==> src/rtl/amm_config_master_pkg.sv <==
// -----------------------------------------------------------------------------
// amm_config_master_pkg
// Shared definitions for the Avalon-MM configuration master:
//   - sequencer state encoding
//   - register map of the key-matching slave (control word + pattern words)
//   - control register bit positions
//   - default bus address width used by avalon_mm_if
// -----------------------------------------------------------------------------
package amm_config_master_pkg;

    localparam int AMM_ADDR_WIDTH = 8;

    // Slave register map
    localparam int CTRL_ADDR     = 0;
    localparam int PAT_BASE_ADDR = 1;

    // Control register fields
    localparam int CTRL_EN_BIT = 0;

    typedef enum logic [2:0] {
        IDLE    = 3'd0,
        WR_DIS  = 3'd1,
        WR_PAT  = 3'd2,
        RD_REQ  = 3'd3,
        RD_WAIT = 3'd4,
        WR_EN   = 3'd5,
        FIN     = 3'd6
    } state_t;

endpackage

==> src/rtl/avalon_mm_if.sv <==
// -----------------------------------------------------------------------------
// avalon_mm_if
// Minimal Avalon-MM bundle (no byteenable / burst) used between the
// configuration master and the register slave.
//   address        master -> slave   word address
//   write          master -> slave   write request
//   writedata      master -> slave   write data
//   read           master -> slave   read request
//   readdata       slave  -> master  read data
//   readdatavalid  slave  -> master  readdata qualifier
//   waitrequest    slave  -> master  stall; request must be held while high
// -----------------------------------------------------------------------------
interface avalon_mm_if
    import amm_config_master_pkg::*;
#(
    parameter int ADDR_WIDTH = AMM_ADDR_WIDTH,
    parameter int DATA_WIDTH = 32
);

    logic [ADDR_WIDTH-1:0] address;
    logic                  write;
    logic [DATA_WIDTH-1:0] writedata;
    logic                  read;
    logic [DATA_WIDTH-1:0] readdata;
    logic                  readdatavalid;
    logic                  waitrequest;

    modport master (
        output address, write, writedata, read,
        input  readdata, readdatavalid, waitrequest
    );

    modport slave (
        input  address, write, writedata, read,
        output readdata, readdatavalid, waitrequest
    );

endinterface

==> src/rtl/pattern_packer.sv <==
// -----------------------------------------------------------------------------
// pattern_packer
// Combinational mapping of the key pattern onto slave register words, indexed
// by register address. The same word table feeds the write path and the
// read-back compare, so both always agree on the layout.
//   pattern_i  [0:PAT_SIZE-1]              key pattern, bit 0 first
//   words_o    [REG_DEPTH][REG_WIDTH]      word per address (address 0 = 0)
//
// Chunk j (pattern bits j*REG_WIDTH upward) lands at address REG_DEPTH-1-j;
// symbol i of a chunk occupies word bits [REG_WIDTH-(i+1)*BIT_PER_SYMB +:
// BIT_PER_SYMB], i.e. the first symbol is in the most significant byte.
// -----------------------------------------------------------------------------
module pattern_packer
    import amm_config_master_pkg::*;
#(
    parameter int REG_WIDTH    = 32,
    parameter int REG_DEPTH    = 4,
    parameter int PAT_WIDTH    = REG_DEPTH - 1,
    parameter int PAT_SIZE     = PAT_WIDTH * REG_WIDTH,
    parameter int BIT_PER_SYMB = 8
) (
    input  logic [0:PAT_SIZE-1]                  pattern_i,
    output logic [REG_DEPTH-1:0][REG_WIDTH-1:0]  words_o
);

    localparam int SYMB_PER_WORD = REG_WIDTH / BIT_PER_SYMB;

    for (genvar a = 0; a < REG_DEPTH; a++) begin : g_addr
        if (a >= REG_DEPTH - PAT_WIDTH) begin : g_pat
            localparam int J = REG_DEPTH - 1 - a;
            for (genvar i = 0; i < SYMB_PER_WORD; i++) begin : g_symb
                assign words_o[a][REG_WIDTH-(i+1)*BIT_PER_SYMB +: BIT_PER_SYMB] =
                    pattern_i[J*REG_WIDTH + i*BIT_PER_SYMB +: BIT_PER_SYMB];
            end
            // Leftover low bits when REG_WIDTH is not a whole number of symbols
            if (SYMB_PER_WORD * BIT_PER_SYMB < REG_WIDTH) begin : g_pad
                assign words_o[a][REG_WIDTH-SYMB_PER_WORD*BIT_PER_SYMB-1:0] = '0;
            end
        end else begin : g_none
            assign words_o[a] = '0;
        end
    end

endmodule

==> src/rtl/amm_config_master.sv <==
// -----------------------------------------------------------------------------
// amm_config_master
// Loads a key pattern into an Avalon-MM register slave: disables matching,
// writes the pattern words, reads them back for verification and finally
// re-enables matching with the requested enable value.
//
// Ports
//   clk_i          sole clock
//   srst_n_i       synchronous active-low reset
//   start_i        one-cycle start request (ignored while busy)
//   enable_i       value for control bit 0 written at the end of a sequence
//   pattern_i      key pattern, latched on start
//   amm_master_if  Avalon-MM master port
//   busy_o         high in every state except IDLE
//   done_o         one-cycle pulse on fault-free completion
//   error_o        sticky read-back mismatch / timeout flag, cleared on start
//
// state   | meaning
// --------+--------------------------------------------------------------
// IDLE    | waiting for start_i
// WR_DIS  | write 0 to control register (matching off during update)
// WR_PAT  | write pattern words, addresses 1..PAT_WIDTH ascending
// RD_REQ  | issue read of current pattern address, hold until accepted
// RD_WAIT | read accepted, waiting for readdatavalid (bounded by timer)
// WR_EN   | write latched enable to control register
// FIN     | pulse done_o when error-free, then back to IDLE
// -----------------------------------------------------------------------------
module amm_config_master
    import amm_config_master_pkg::*;
#(
    parameter int REG_WIDTH    = 32,
    parameter int REG_DEPTH    = 4,
    parameter int PAT_WIDTH    = REG_DEPTH - 1,
    parameter int PAT_SIZE     = PAT_WIDTH * REG_WIDTH,
    parameter int BIT_PER_SYMB = 8,
    parameter int RD_TIMEOUT   = 16
) (
    input  logic                clk_i,
    input  logic                srst_n_i,
    input  logic                start_i,
    input  logic                enable_i,
    input  logic [0:PAT_SIZE-1] pattern_i,
    avalon_mm_if.master         amm_master_if,
    output logic                busy_o,
    output logic                done_o,
    output logic                error_o
);

    localparam int IDX_W = $clog2(REG_DEPTH);
    localparam int TMR_W = $clog2(RD_TIMEOUT + 1);

    state_t                            state_q, state_d;
    logic [IDX_W-1:0]                  idx_q, idx_d;
    logic [TMR_W-1:0]                  timer_q, timer_d;
    logic                              error_q, error_d;
    logic [0:PAT_SIZE-1]               pattern_q;
    logic                              enable_q;
    logic                              latch;

    logic [REG_DEPTH-1:0][REG_WIDTH-1:0] words;
    logic                              last_idx;
    logic                              rd_match;

    logic                              rd;
    logic                              wr;
    logic [AMM_ADDR_WIDTH-1:0]         addr;
    logic [REG_WIDTH-1:0]              wdata;

    pattern_packer #(
        .REG_WIDTH    (REG_WIDTH),
        .REG_DEPTH    (REG_DEPTH),
        .PAT_WIDTH    (PAT_WIDTH),
        .PAT_SIZE     (PAT_SIZE),
        .BIT_PER_SYMB (BIT_PER_SYMB)
    ) u_pattern_packer (
        .pattern_i (pattern_q),
        .words_o   (words)
    );

    assign last_idx = (idx_q == IDX_W'(PAT_WIDTH));
    assign rd_match = (amm_master_if.readdata == words[idx_q]);

    always_ff @(posedge clk_i) begin
        if (!srst_n_i) begin
            state_q   <= IDLE;
            idx_q     <= '0;
            timer_q   <= '0;
            error_q   <= 1'b0;
            pattern_q <= '0;
            enable_q  <= 1'b0;
        end else begin
            state_q <= state_d;
            idx_q   <= idx_d;
            timer_q <= timer_d;
            error_q <= error_d;
            if (latch) begin
                pattern_q <= pattern_i;
                enable_q  <= enable_i;
            end
        end
    end

    always_comb begin
        state_d = state_q;
        idx_d   = idx_q;
        timer_d = timer_q;
        error_d = error_q;
        latch   = 1'b0;
        rd      = 1'b0;
        wr      = 1'b0;
        addr    = '0;
        wdata   = '0;

        case (state_q)
            IDLE: begin
                if (start_i) begin
                    latch   = 1'b1;
                    error_d = 1'b0;
                    state_d = WR_DIS;
                end
            end

            WR_DIS: begin
                wr   = 1'b1;
                addr = AMM_ADDR_WIDTH'(CTRL_ADDR);
                if (!amm_master_if.waitrequest) begin
                    idx_d   = IDX_W'(PAT_BASE_ADDR);
                    state_d = WR_PAT;
                end
            end

            WR_PAT: begin
                wr    = 1'b1;
                addr  = AMM_ADDR_WIDTH'(idx_q);
                wdata = words[idx_q];
                if (!amm_master_if.waitrequest) begin
                    if (last_idx) begin
                        idx_d   = IDX_W'(PAT_BASE_ADDR);
                        state_d = RD_REQ;
                    end else begin
                        idx_d = idx_q + 1'b1;
                    end
                end
            end

            RD_REQ: begin
                rd   = 1'b1;
                addr = AMM_ADDR_WIDTH'(idx_q);
                if (!amm_master_if.waitrequest) begin
                    // Zero-latency slave: data can arrive with the accept
                    if (amm_master_if.readdatavalid) begin
                        if (!rd_match) begin
                            error_d = 1'b1;
                            state_d = FIN;
                        end else if (last_idx) begin
                            state_d = WR_EN;
                        end else begin
                            idx_d   = idx_q + 1'b1;
                            state_d = RD_REQ;
                        end
                    end else begin
                        timer_d = TMR_W'(RD_TIMEOUT - 1);
                        state_d = RD_WAIT;
                    end
                end
            end

            RD_WAIT: begin
                addr = AMM_ADDR_WIDTH'(idx_q);
                if (amm_master_if.readdatavalid) begin
                    if (!rd_match) begin
                        error_d = 1'b1;
                        state_d = FIN;
                    end else if (last_idx) begin
                        state_d = WR_EN;
                    end else begin
                        idx_d   = idx_q + 1'b1;
                        state_d = RD_REQ;
                    end
                end else if (timer_q == '0) begin
                    error_d = 1'b1;
                    state_d = FIN;
                end else begin
                    timer_d = timer_q - 1'b1;
                end
            end

            WR_EN: begin
                wr                 = 1'b1;
                addr               = AMM_ADDR_WIDTH'(CTRL_ADDR);
                wdata[CTRL_EN_BIT] = enable_q;
                if (!amm_master_if.waitrequest) begin
                    state_d = FIN;
                end
            end

            FIN: begin
                state_d = IDLE;
            end

            default: begin
                state_d = IDLE;
            end
        endcase
    end

    assign amm_master_if.read      = rd;
    assign amm_master_if.write     = wr;
    assign amm_master_if.address   = addr;
    assign amm_master_if.writedata = wdata;

    assign busy_o  = (state_q != IDLE);
    assign done_o  = (state_q == FIN) && !error_q;
    assign error_o = error_q;

endmodule

==> src/flat_wrapper.sv <==
// flat-port wrapper written by rule: the top's interface ports become plain ports
module amm_config_master_flat import amm_config_master_pkg::*;
#(
    parameter int REG_WIDTH    = 32,
    parameter int REG_DEPTH    = 4,
    parameter int PAT_WIDTH    = REG_DEPTH - 1,
    parameter int PAT_SIZE     = PAT_WIDTH * REG_WIDTH,
    parameter int BIT_PER_SYMB = 8,
    parameter int RD_TIMEOUT   = 16
)
  (clk_i, srst_n_i, start_i, enable_i, pattern_i, busy_o, done_o, error_o, amm_master_if_address, amm_master_if_write, amm_master_if_writedata, amm_master_if_read, amm_master_if_readdata, amm_master_if_readdatavalid, amm_master_if_waitrequest);
  avalon_mm_if #(.ADDR_WIDTH(AMM_ADDR_WIDTH), .DATA_WIDTH((32))) amm_master_if_i ();
  input  logic clk_i;
  input  logic srst_n_i;
  input  logic start_i;
  input  logic enable_i;
  input  logic [0:PAT_SIZE-1] pattern_i;
  output logic busy_o;
  output logic done_o;
  output logic error_o;
  output wire logic [$bits(amm_master_if_i.address)-1:0] amm_master_if_address;
  output wire logic [$bits(amm_master_if_i.write)-1:0] amm_master_if_write;
  output wire logic [$bits(amm_master_if_i.writedata)-1:0] amm_master_if_writedata;
  output wire logic [$bits(amm_master_if_i.read)-1:0] amm_master_if_read;
  input wire logic [$bits(amm_master_if_i.readdata)-1:0] amm_master_if_readdata;
  input wire logic [$bits(amm_master_if_i.readdatavalid)-1:0] amm_master_if_readdatavalid;
  input wire logic [$bits(amm_master_if_i.waitrequest)-1:0] amm_master_if_waitrequest;
  assign amm_master_if_address = amm_master_if_i.address;
  assign amm_master_if_write = amm_master_if_i.write;
  assign amm_master_if_writedata = amm_master_if_i.writedata;
  assign amm_master_if_read = amm_master_if_i.read;
  assign amm_master_if_i.readdata = amm_master_if_readdata;
  assign amm_master_if_i.readdatavalid = amm_master_if_readdatavalid;
  assign amm_master_if_i.waitrequest = amm_master_if_waitrequest;
  amm_config_master #(.REG_WIDTH(REG_WIDTH), .REG_DEPTH(REG_DEPTH), .PAT_WIDTH(PAT_WIDTH), .PAT_SIZE(PAT_SIZE), .BIT_PER_SYMB(BIT_PER_SYMB), .RD_TIMEOUT(RD_TIMEOUT)) u_core (.clk_i(clk_i), .srst_n_i(srst_n_i), .start_i(start_i), .enable_i(enable_i), .pattern_i(pattern_i), .amm_master_if(amm_master_if_i), .busy_o(busy_o), .done_o(done_o), .error_o(error_o));
endmodule
==> config.mk <==
export PLATFORM = sky130hd
export DESIGN_NAME = amm_config_master_flat
export DESIGN_NICKNAME = d
export VERILOG_FILES = /design/src/rtl/amm_config_master_pkg.sv /design/src/rtl/avalon_mm_if.sv /design/src/rtl/pattern_packer.sv /design/src/rtl/amm_config_master.sv /design/src/flat_wrapper.sv
export SDC_FILE = /design/constraint.sdc
export NUM_CORES = 1
export LEC_CHECK = 0
export ABC_AREA = 1
export CORE_MARGIN = 1
export CORE_UTILIZATION = 45
export DETAILED_ROUTE_END_ITERATION = 8
export GPL_TIMING_DRIVEN = 0
export PLACE_DENSITY = 0.83
export SLEW_MARGIN = 25
export SYNTH_ARGS = -nofsm -noshare
export SYNTH_HDL_FRONTEND = slang
export SYNTH_SLANG_ARGS = --single-unit
==> constraint.sdc <==
create_clock -name clk_i -period 2.6 [get_ports clk_i]
set_input_delay 0.78 -clock clk_i [delete_from_list [all_inputs] [get_ports clk_i]]
set_output_delay 0.78 -clock clk_i [all_outputs]
set_load 0.05 [all_outputs]
# [After elaboration in Yosys (flattened, before gate mapping)]
# Cells that the tools add are included.
[totals] reg_bits=108 output_inout_bits=45
[op_classes] n_addsub=2 n_lt_le_gt_ge=1 n_eq_ne=19 mux=41 n_reduce_logical=14
[op_table] operator="$bmux 32 s2" count=1
[op_table] operator="$mux 3" count=11
[op_table] operator="$eq 32x32->1" count=1
[op_table] operator="$mux 32" count=1
[op_table] operator="$mux 31" count=1
[op_table] operator="$mux 5" count=4
[op_table] operator="$ne 2x2->1 const B" count=9
[op_table] operator="$pmux 3 s6" count=1
[op_table] operator="$mux 2" count=8
[op_table] operator="$mux 1" count=10
[op_table] operator="$pmux 5 s2" count=1
[op_table] operator="$reduce_and 5->1" count=2
[op_table] operator="$eq 3x3->1 const B" count=3
[op_table] operator="$pmux 2 s4" count=1
[op_table] operator="$reduce_and 7->1" count=1
[op_table] operator="$eq 3x2->1 const B" count=2
[op_table] operator="$reduce_bool 3->1" count=2
[op_table] operator="$reduce_or 3->1" count=2
[op_table] operator="$logic_not 5->1" count=1
[op_table] operator="$sub 5x1->5 const B" count=1
[op_table] operator="$reduce_and 4->1" count=1
[op_table] operator="$reduce_bool 4->1" count=1
[op_table] operator="$eq 3x1->1 const B" count=1
[op_table] operator="$logic_not 3->1" count=1
[op_table] operator="other kinds (10)" count=10

# [Logic depth before layout (Yosys ltp)]
# Gate-level depths: netlist of run 1.
[depth] depth_word=7 depth_mapped=18 depth_no_buf=17

# [Modules after synthesis]
# From an unflattened synthesis of run 1, not the netlist that was laid out.
[unflattened] cells_unflattened=1111 hier_area_um2=7003.0
[modules_own_cells] mod="amm_config_master" n_inst=1 cells_per_inst=982 area_each_um2=6038.3
[modules_own_cells] mod="pattern_packer" n_inst=1 cells_per_inst=129 area_each_um2=964.7

# [Worst setup path after synthesis of run 1]
# No wires, ideal clock.
[synth_timing] path_kind="reg2out" from="reg u_core.state_q[1]" to="out amm_master_if_address[1]" t_arrival_ns=1.943 setup_slack_ns=-0.123 path_stages_with_launch=9 path_buffers=0 path_cell_list="dfxtp_1 -> nand2_1 -> nor2_1 -> nor2_1 -> inv_1 -> nor2_1 -> inv_1 -> nand2_1 -> inv_1"
[synth_via] elab_chain_len=3 word_cells_on_any_way=5 cone_classes="eq/ne: 3; mux: 1; reduce/logical: 1"
[synth_lines] item="start, declared" line="amm_config_master.sv:52" source="state_t state_q, state_d;"
[synth_lines] item="start signal, assigned" line="amm_config_master.sv:92" source="state_q <= state_d;"
[synth_lines] item="$eq 3x2->1 or $eq 3x3->1 (tied branches)" line="amm_config_master.sv:114" source="case (state_q)"
[synth_lines] item="$reduce_or 3->1 (no line) *"
[synth_lines] item="$mux 2 *" line="amm_config_master.sv:114"
[synth_lines] item="end, declared" line="flat_wrapper.sv:21" source="output wire logic [$bits(amm_master_if_i.address)-1:0] amm_master_if_address;"
# Every way passes the cells marked *; elsewhere a longest branch is shown, timed or not.

# [Worst setup path after layout of run 1]
[layout_timing] from="reg u_core.idx_q[0]" to="out amm_master_if_writedata[19]"
[layout_via] elab_chain_len=3
[layout_lines] item="start, declared" line="amm_config_master.sv:53" source="logic [IDX_W-1:0] idx_q, idx_d;"
[layout_lines] item="start signal, assigned" line="amm_config_master.sv:93" source="idx_q <= idx_d;"
[layout_lines] item="$bmux 32 s2" line="amm_config_master.sv:135" source="wdata = words[idx_q];"
[layout_lines] item="$mux 32 (implied by the code)" line="amm_config_master.sv:135"
[layout_lines] item="$mux 31" line="amm_config_master.sv:114"
[layout_lines] item="end, declared" line="flat_wrapper.sv:23" source="output wire logic [$bits(amm_master_if_i.writedata)-1:0] amm_master_if_writedata;"
# Every way passes these cells. The select of a mux whose other input is x is not followed.

==> implementation parameters, run 1 <==
Parameter                              Value

Run status
  Run status    finished clean

Finish
  Most frequent cells in the layout    sky130_fd_sc_hd__nand2_1 (235), sky130_fd_sc_hd__clkdlybuf4s50_1 (133), sky130_fd_sc_hd__a21oi_1 (113)
  Design Area, Final    8521 sq um
  Fraction of final layout cells with drive strength greater than 1    15.07%
  Most common library cell in the layout ignoring fill and taps    sky130_fd_sc_hd__nand2_1
  Net total in the final layout    1228
  Area growth from synthesis to final layout    45.73%
  Count of inserted antenna diode cells    0
  Share of the core filled with cells    67.52%

Synth
  Area of the mapped netlist    5847 sq um
  Share of synthesized area occupied by flip-flops and latches    36.98%
  Post-synthesis register bit count    108
  Cell count after synthesis    894
  Count of distinct cell types in the synthesized netlist    35
  Mean instance size in the synthesized netlist    6.540 sq um
  Ys Warns    0

CTS
  CTS sink count    108
  Clock tree from TritonCTS    built
  Total number of H-tree levels    3
  Clock buffers created by TritonCTS    9
  Insertion delay of the later-clocked pin in the worst-skew pair    0.36 ns
  Clock transition at the register clock pins on the worst setup and hold paths after CTS    0.07 ns
  Root Driver    sky130_fd_sc_hd__clkbuf_16
  Maximum clock insertion buffer count    2

Pwr
  Switching fraction of total power    46.27%
  Clock network fraction of total power    17.7%
  Switching power summed over all nets    3696 uW
  Leakage power    0.003604 uW
  Share of total power in sequential cells    29.0%
  Largest vdd supply drop    494.9 uV
  Internal Dissipation    4292 uW
  Part of the power in combinational logic    53.3%
  Pwr Density    937.5 nW/um^2
  Total power after layout    7988 uW

Timing
  Post-Route Skew    0.007182 ns
  Final slew viol count    0
  Count of endpoints failing setup in the final report    0
  Final hold violation count    0
  Unrepaired setup endpoints after global routing    yes
  Final clock period utilization by the worst path    99.50%
  Hold WS    0.4559 ns
  Clock period minus worst slack    2.587 ns
  Worst slew margin relative to its limit    62.55%
  Peak clock frequency supported by timing    386.6 MHz
  Measured slew at the worst slew-check pin    0.5617 ns

Worst setup path
  Startpoint types    flip-flop
  Reg-to-reg critical path startpoint    u_core.idx_q[0]
  Cells traversed along the worst timing path    buf_6 -> inv_4 -> nor2_8 -> buf_8 -> nand2_2 -> a21oi_1 -> buf_4
  Slowest library cell on the worst path    sky130_fd_sc_hd__dfxtp_2
  Biggest fanout along the worst timing path    10
  Critical setup path kind    flip-flop to output pin
  Critical path capture point    amm_master_if_writedata[19]
  Setup slack of the most critical reg-to-reg path    0.24 ns
  End of the worst register-to-register path    u_core.idx_q[0]
  Required @ worst endpoint    1.82 ns
  Critical Path Sink Type    output pin
  FF-to-FF path depth    14
  Worst setup path startpoint    u_core.idx_q[0]
  Arrival @ worst endpoint    1.81 ns
  Max stage delay on crit path    0.35 ns

Drt
  Pre-antenna DRT Iters    5
  Routed vias/inst    5.381
  Routed Antenna Nets    0
  Vias    6818
  Detail-routed net length per standard cell    16.32 um
  Post-route DRC violation count    0
  Initial detailed-routing violation count    625
  Sum of routed wire length over all layers    20680 um

Floorplanning
  Number of rows in the core area    41
  Die Height    116.0 um
  Placeable Area    12620 sq um
  Initial core utilization    46.33%
  I/O pin total    179
  Die X    116.0 um
  Die ar.    13450 sq um

GRT
  Antenna violations before repair    0
  All-layer global routing usage    30.37%
  Global-route wire length before repair    30840 um
  Pin count of the biggest net entering global routing    21
  Vias in the first global route    6126
  Congestion Overflow GR    0

Placement
  Final estimated routing congestion in global placement    0.9480
  Estimated wirelength of the detail-placed design    15410 um
  Placed instance area    7792 sq um
  PortBufs    171

Hold path
  Type of the worst min-delay path    flip-flop to flip-flop
  Beginning of the worst hold path    u_core.pattern_q[2]

Run
  MaxCap Viol Count    0
-- worst min path at each step --
stage,endpoint,slack [ns],depth (start not counted)
detailed placement,u_core.pattern_q[5],0.44,2
finish,u_core.pattern_q[2],0.46,2
global route,u_core.pattern_q[6],0.47,2
floorplan,u_core.pattern_q[1],0.43,2
CTS,u_core.pattern_q[29],0.45,2
global placement,u_core.pattern_q[5],0.44,2
-- cell families (layout without fill, tap and decap cells) --
logic type | count (synthesis) | after routing | share of synthesized area (%)
other | 1 | 6 | 0.06414
adder cells (fa/ha/maj) | 4 | 4 | 0.8560
flip-flops | 108 | 108 | 36.98
AO/OA/AOI/OAI | 215 | 215 | 19.20
buffers and inverters | 158 | 354 | 11.81
AND/OR/NAND/NOR | 408 | 408 | 31.09
-- cell usage after synthesis, drive strengths merged --
cell type    n  share of area (%)
conb         1              0.064
a21oi      139                 12
clkbuf      37                2.4
nand4        5               0.53
ha           4               0.86
nand3b      20                2.6
clkinv       2               0.13
nand3       89                7.7
nor2        30                2.4
a32o         1               0.17
a221oi       1               0.15
a211oi       1               0.13
o211ai       4               0.51
o31ai        1               0.13
dfxtp      108                 37
inv         96                6.2
nand2      260                 18
o21ai       64                5.5
or2          1               0.11
nor3         3               0.26
buf         23                3.1
a31oi        4               0.53
-- critical path: cells and delay by family (launching register included) --
family / cells / cell delay [ns]
and+or+nand+nor: 2 / 0.26
DFF: 1 / 0.35
AOI/OAI and AO/OA: 1 / 0.19
buffers and inverters: 4 / 0.64
-- power groups by stage --
stage	Combinational, uW	Sequential (uW)	Clock, uW
global route	4620	2350	1470
finish	4260	2320	1410
detailed placement	3700	2330	0
floorplan	2590	2300	0
CTS	4010	2300	1400
global placement	3650	2310	0
-- cell type report --
cell class	count	area (sq um)
inverters	98	382.9
well taps	172	215.2
repair buffers	181	1782
clock inverters	6	67.56
plain buffers	59	395.4
clock buffers	10	239.0
flip-flops and latches	108	2172
multi-input cells	633	3267
fillers	1104	4099
-- registers in the layout, summed over array words and instances, names as in the netlist --
signal,cells
u_core.pattern_q,96
u_core.timer_q,5
u_core.state_q,3
u_core.idx_q,2
u_core.enable_q,1
u_core.error_o,1
-- per-stage QoR --
stage          setup TNS (ns)  worst slack [ns]  cells
2_1_floorplan          -3.861           -0.1229    899
3_3_place_gp           -30.27           -0.8530   1242
3_5_place_dp           -27.64           -0.8064   1242
4_1_cts             -0.005281         -0.002314   1264
5_1_grt              -0.01136         -0.007149   1267
6_report                    0           0.01303   1267
-- metal layers --
metal  wire length, um  part of all wire [%]  track usage [%]  vias up
met1              8631                    42            40.62     3076
met4               881                   4.3            14.19        0
li1                  -                     -                -     3301
met3              1622                   7.8            3.400       66
met5                 0                     0                0        -
met2              9539                    46            49.05      375
-- timing repair --
| action | 4_1_cts | 5_1_grt |
|---|---|---|
| setup buffers | 5 | 4 |
| setup endpoints to repair | 38 | 32 |
| hold buffers | 0 | 0 |
| pin swaps | 1 | 5 |
| gates resized for setup | 294 | 34 |
| gates cloned | 1 | 0 |
(Power assumes the default switching activity.)
==> run 2: changes to the inputs <==
--- a/config.mk
+++ b/config.mk
@@ -15,3 +15,4 @@
 export SYNTH_ARGS = -nofsm -noshare
 export SYNTH_HDL_FRONTEND = slang
 export SYNTH_SLANG_ARGS = --single-unit
+export TNS_END_PERCENT = 5
==> implementation parameters, run 2 (synthesis results as in run 1) <==
Parameter                              Value

Finish
  Count of inserted antenna diode cells    0
  Largest register FFs    96
  Design Area, Final    8322 sq um
  Net total in the final layout    1222
  Largest registers in the final layout    u_core.pattern_q (96), u_core.timer_q (5), u_core.state_q (3)
  Area growth from synthesis to final layout    42.33%
  Most common library cell in the layout ignoring fill and taps    sky130_fd_sc_hd__nand2_1
  Fill count    1156
  Register with the highest flop count    u_core.pattern_q
  Fraction of final layout cells with drive strength greater than 1    14.23%
  Most frequent cells in the layout    sky130_fd_sc_hd__nand2_1 (237), sky130_fd_sc_hd__clkdlybuf4s50_1 (133), sky130_fd_sc_hd__a21oi_1 (113)

Drt
  Routed vias/inst    5.335
  Post-route DRC violation count    0
  Routed Antenna Nets    0
  Detail-routed net length per standard cell    16.13 um
  Initial detailed-routing violation count    664
  Sum of routed wire length over all layers    20350 um
  Pre-antenna DRT Iters    6
  Vias    6728

Timing
  Peak clock frequency supported by timing    386.2 MHz
  Unrepaired setup endpoints after global routing    yes
  Final slew viol count    0
  Count of endpoints failing setup in the final report    0
  Final clock period utilization by the worst path    99.59%
  Total Neg Setup Slack    0 ns
  Worst slew margin relative to its limit    62.08%
  Hold WS    0.4556 ns
  Final hold violation count    0
  Measured slew at the worst slew-check pin    0.5689 ns
  Post-Route Skew    0.007711 ns
  Clock period minus worst slack    2.589 ns

Hold path
  Type of the worst min-delay path    flip-flop to flip-flop

Worst setup path
  Critical Path Sink Type    output pin
  Required @ worst endpoint    1.82 ns
  Cells traversed along the worst timing path    buf_6 -> inv_4 -> nor2_8 -> buf_8 -> nand2_2 -> a21oi_1 -> buf_4
  Startpoint types    flip-flop
  Max stage delay on crit path    0.36 ns
  Worst setup path startpoint    u_core.idx_q[0]
  End of the worst register-to-register path    u_core.state_q[0]
  Biggest fanout along the worst timing path    10
  Arrival @ worst endpoint    1.81 ns
  Slowest library cell on the worst path    sky130_fd_sc_hd__dfxtp_2
  Setup slack of the most critical reg-to-reg path    0.24 ns
  Reg-to-reg critical path startpoint    u_core.idx_q[1]
  FF-to-FF path depth    14
  Critical setup path kind    flip-flop to output pin
  Critical path capture point    amm_master_if_writedata[19]

GRT
  Antenna violations before repair    0
  Pin count of the biggest net entering global routing    21
  All-layer global routing usage    29.75%
  Vias in the first global route    5973
  Global-route wire length before repair    30130 um
  Congestion Overflow GR    0

CTS
  Number of hold-repair buffers added at the cts stage    0
  Clock transition at the register clock pins on the worst setup and hold paths after CTS    0.08 ns
  Root Driver    sky130_fd_sc_hd__clkbuf_16
  Clock tree from TritonCTS    built
  Clock buffers created by TritonCTS    9
  Insertion delay of the later-clocked pin in the worst-skew pair    0.36 ns
  Maximum clock insertion buffer count    2
  CTS sink count    108
  Total number of H-tree levels    3

Placement
  Placed instance area    7792 sq um
  PortBufs    171
  Estimated wirelength of the detail-placed design    15410 um
  Final estimated routing congestion in global placement    0.9480

Pwr
  Pwr Density    935.2 nW/um^2
  Total power after layout    7782 uW
  Leakage power    0.003535 uW
  Largest vdd supply drop    491.8 uV

Floorplanning
  Placeable Area    12620 sq um
  Die ar.    13450 sq um
  Number of rows in the core area    41
  Initial core utilization    46.33%
  I/O pin total    179
  Die Height    116.0 um
  Die X    116.0 um

Run status
  Run status    finished clean

Run
  MaxCap Viol Count    0
==> run 2: cell count changes in the layout (fill, tap and decap cells not counted), sizes merged <==
cell and change:
buf -3, clkbuf -3, clkinv -1, inv +1
==> run 2: worst max-delay path, delay by kind of cell, from the launching register on <==
family / cells / cell delay [ns]
AOI/OAI and AO/OA: 1 / 0.17
and+or+nand+nor: 2 / 0.27
buffers and inverters: 4 / 0.64
DFF: 1 / 0.36
==> run 2: metrics by stage <==
step | instances | setup slack [ns] | util (%)
global placement | 1242 | -0.8530 | 61.75
detailed placement | 1242 | -0.8064 | 61.75
finish | 1261 | 0.01056 | 65.94
CTS | 1260 | -0.1562 | 64.53
floorplan | 899 | -0.1229 | -
global route | 1261 | -0.01258 | 65.94
==> run 2: area by class of cell <==
cell class | instances | area, sq um | share of cell area, %
multi-input cells | 633 | 3179 | 38.20
flip-flops and latches | 108 | 2166 | 26.03
repair buffers | 174 | 1708 | 20.52
inverters | 98 | 375.4 | 4.511
plain buffers | 60 | 371.6 | 4.465
clock buffers | 10 | 239.0 | 2.872
well taps | 172 | 215.2 | 2.586
clock inverters | 6 | 67.56 | 0.8119
==> run 2: worst min-delay path by stage <==
| stage | from | end | depth (start not counted) | slack (ns) |
|---|---|---|---|---|
| after floorplan | u_core.pattern_q[1] | u_core.pattern_q[1] | 2 | 0.43 |
| after global placement | u_core.pattern_q[5] | u_core.pattern_q[5] | 2 | 0.44 |
| after detailed placement | u_core.pattern_q[5] | u_core.pattern_q[5] | 2 | 0.44 |
| after CTS | u_core.pattern_q[29] | u_core.pattern_q[29] | 2 | 0.45 |
| after global routing | u_core.pattern_q[6] | u_core.pattern_q[6] | 2 | 0.47 |
| final | u_core.pattern_q[13] | u_core.pattern_q[13] | 2 | 0.46 |
==> run 2: where the power goes <==
part	switching [uW]	internal (uW)
Combinational	2710	1350
Sequential	197	2110
Clock	710	705
Total	3610	4170
==> run 2: per-layer routing <==
layer	up-vias	part of all wire (%)	GRT usage, %
met5	-	0	0
met3	53	7.7	3.609
met4	0	3.6	12.56
met1	3038	42	40.30
met2	350	46	47.82
li1	3287	-	-
==> run 2: repair_timing <==
| item | in CTS | in global routing |
|---|---|---|
| pin swaps | 1 | 5 |
| setup endpoints to repair | 38 | 36 |
| buffers inserted | 2 | 1 |
| gates resized for setup | 251 | 59 |
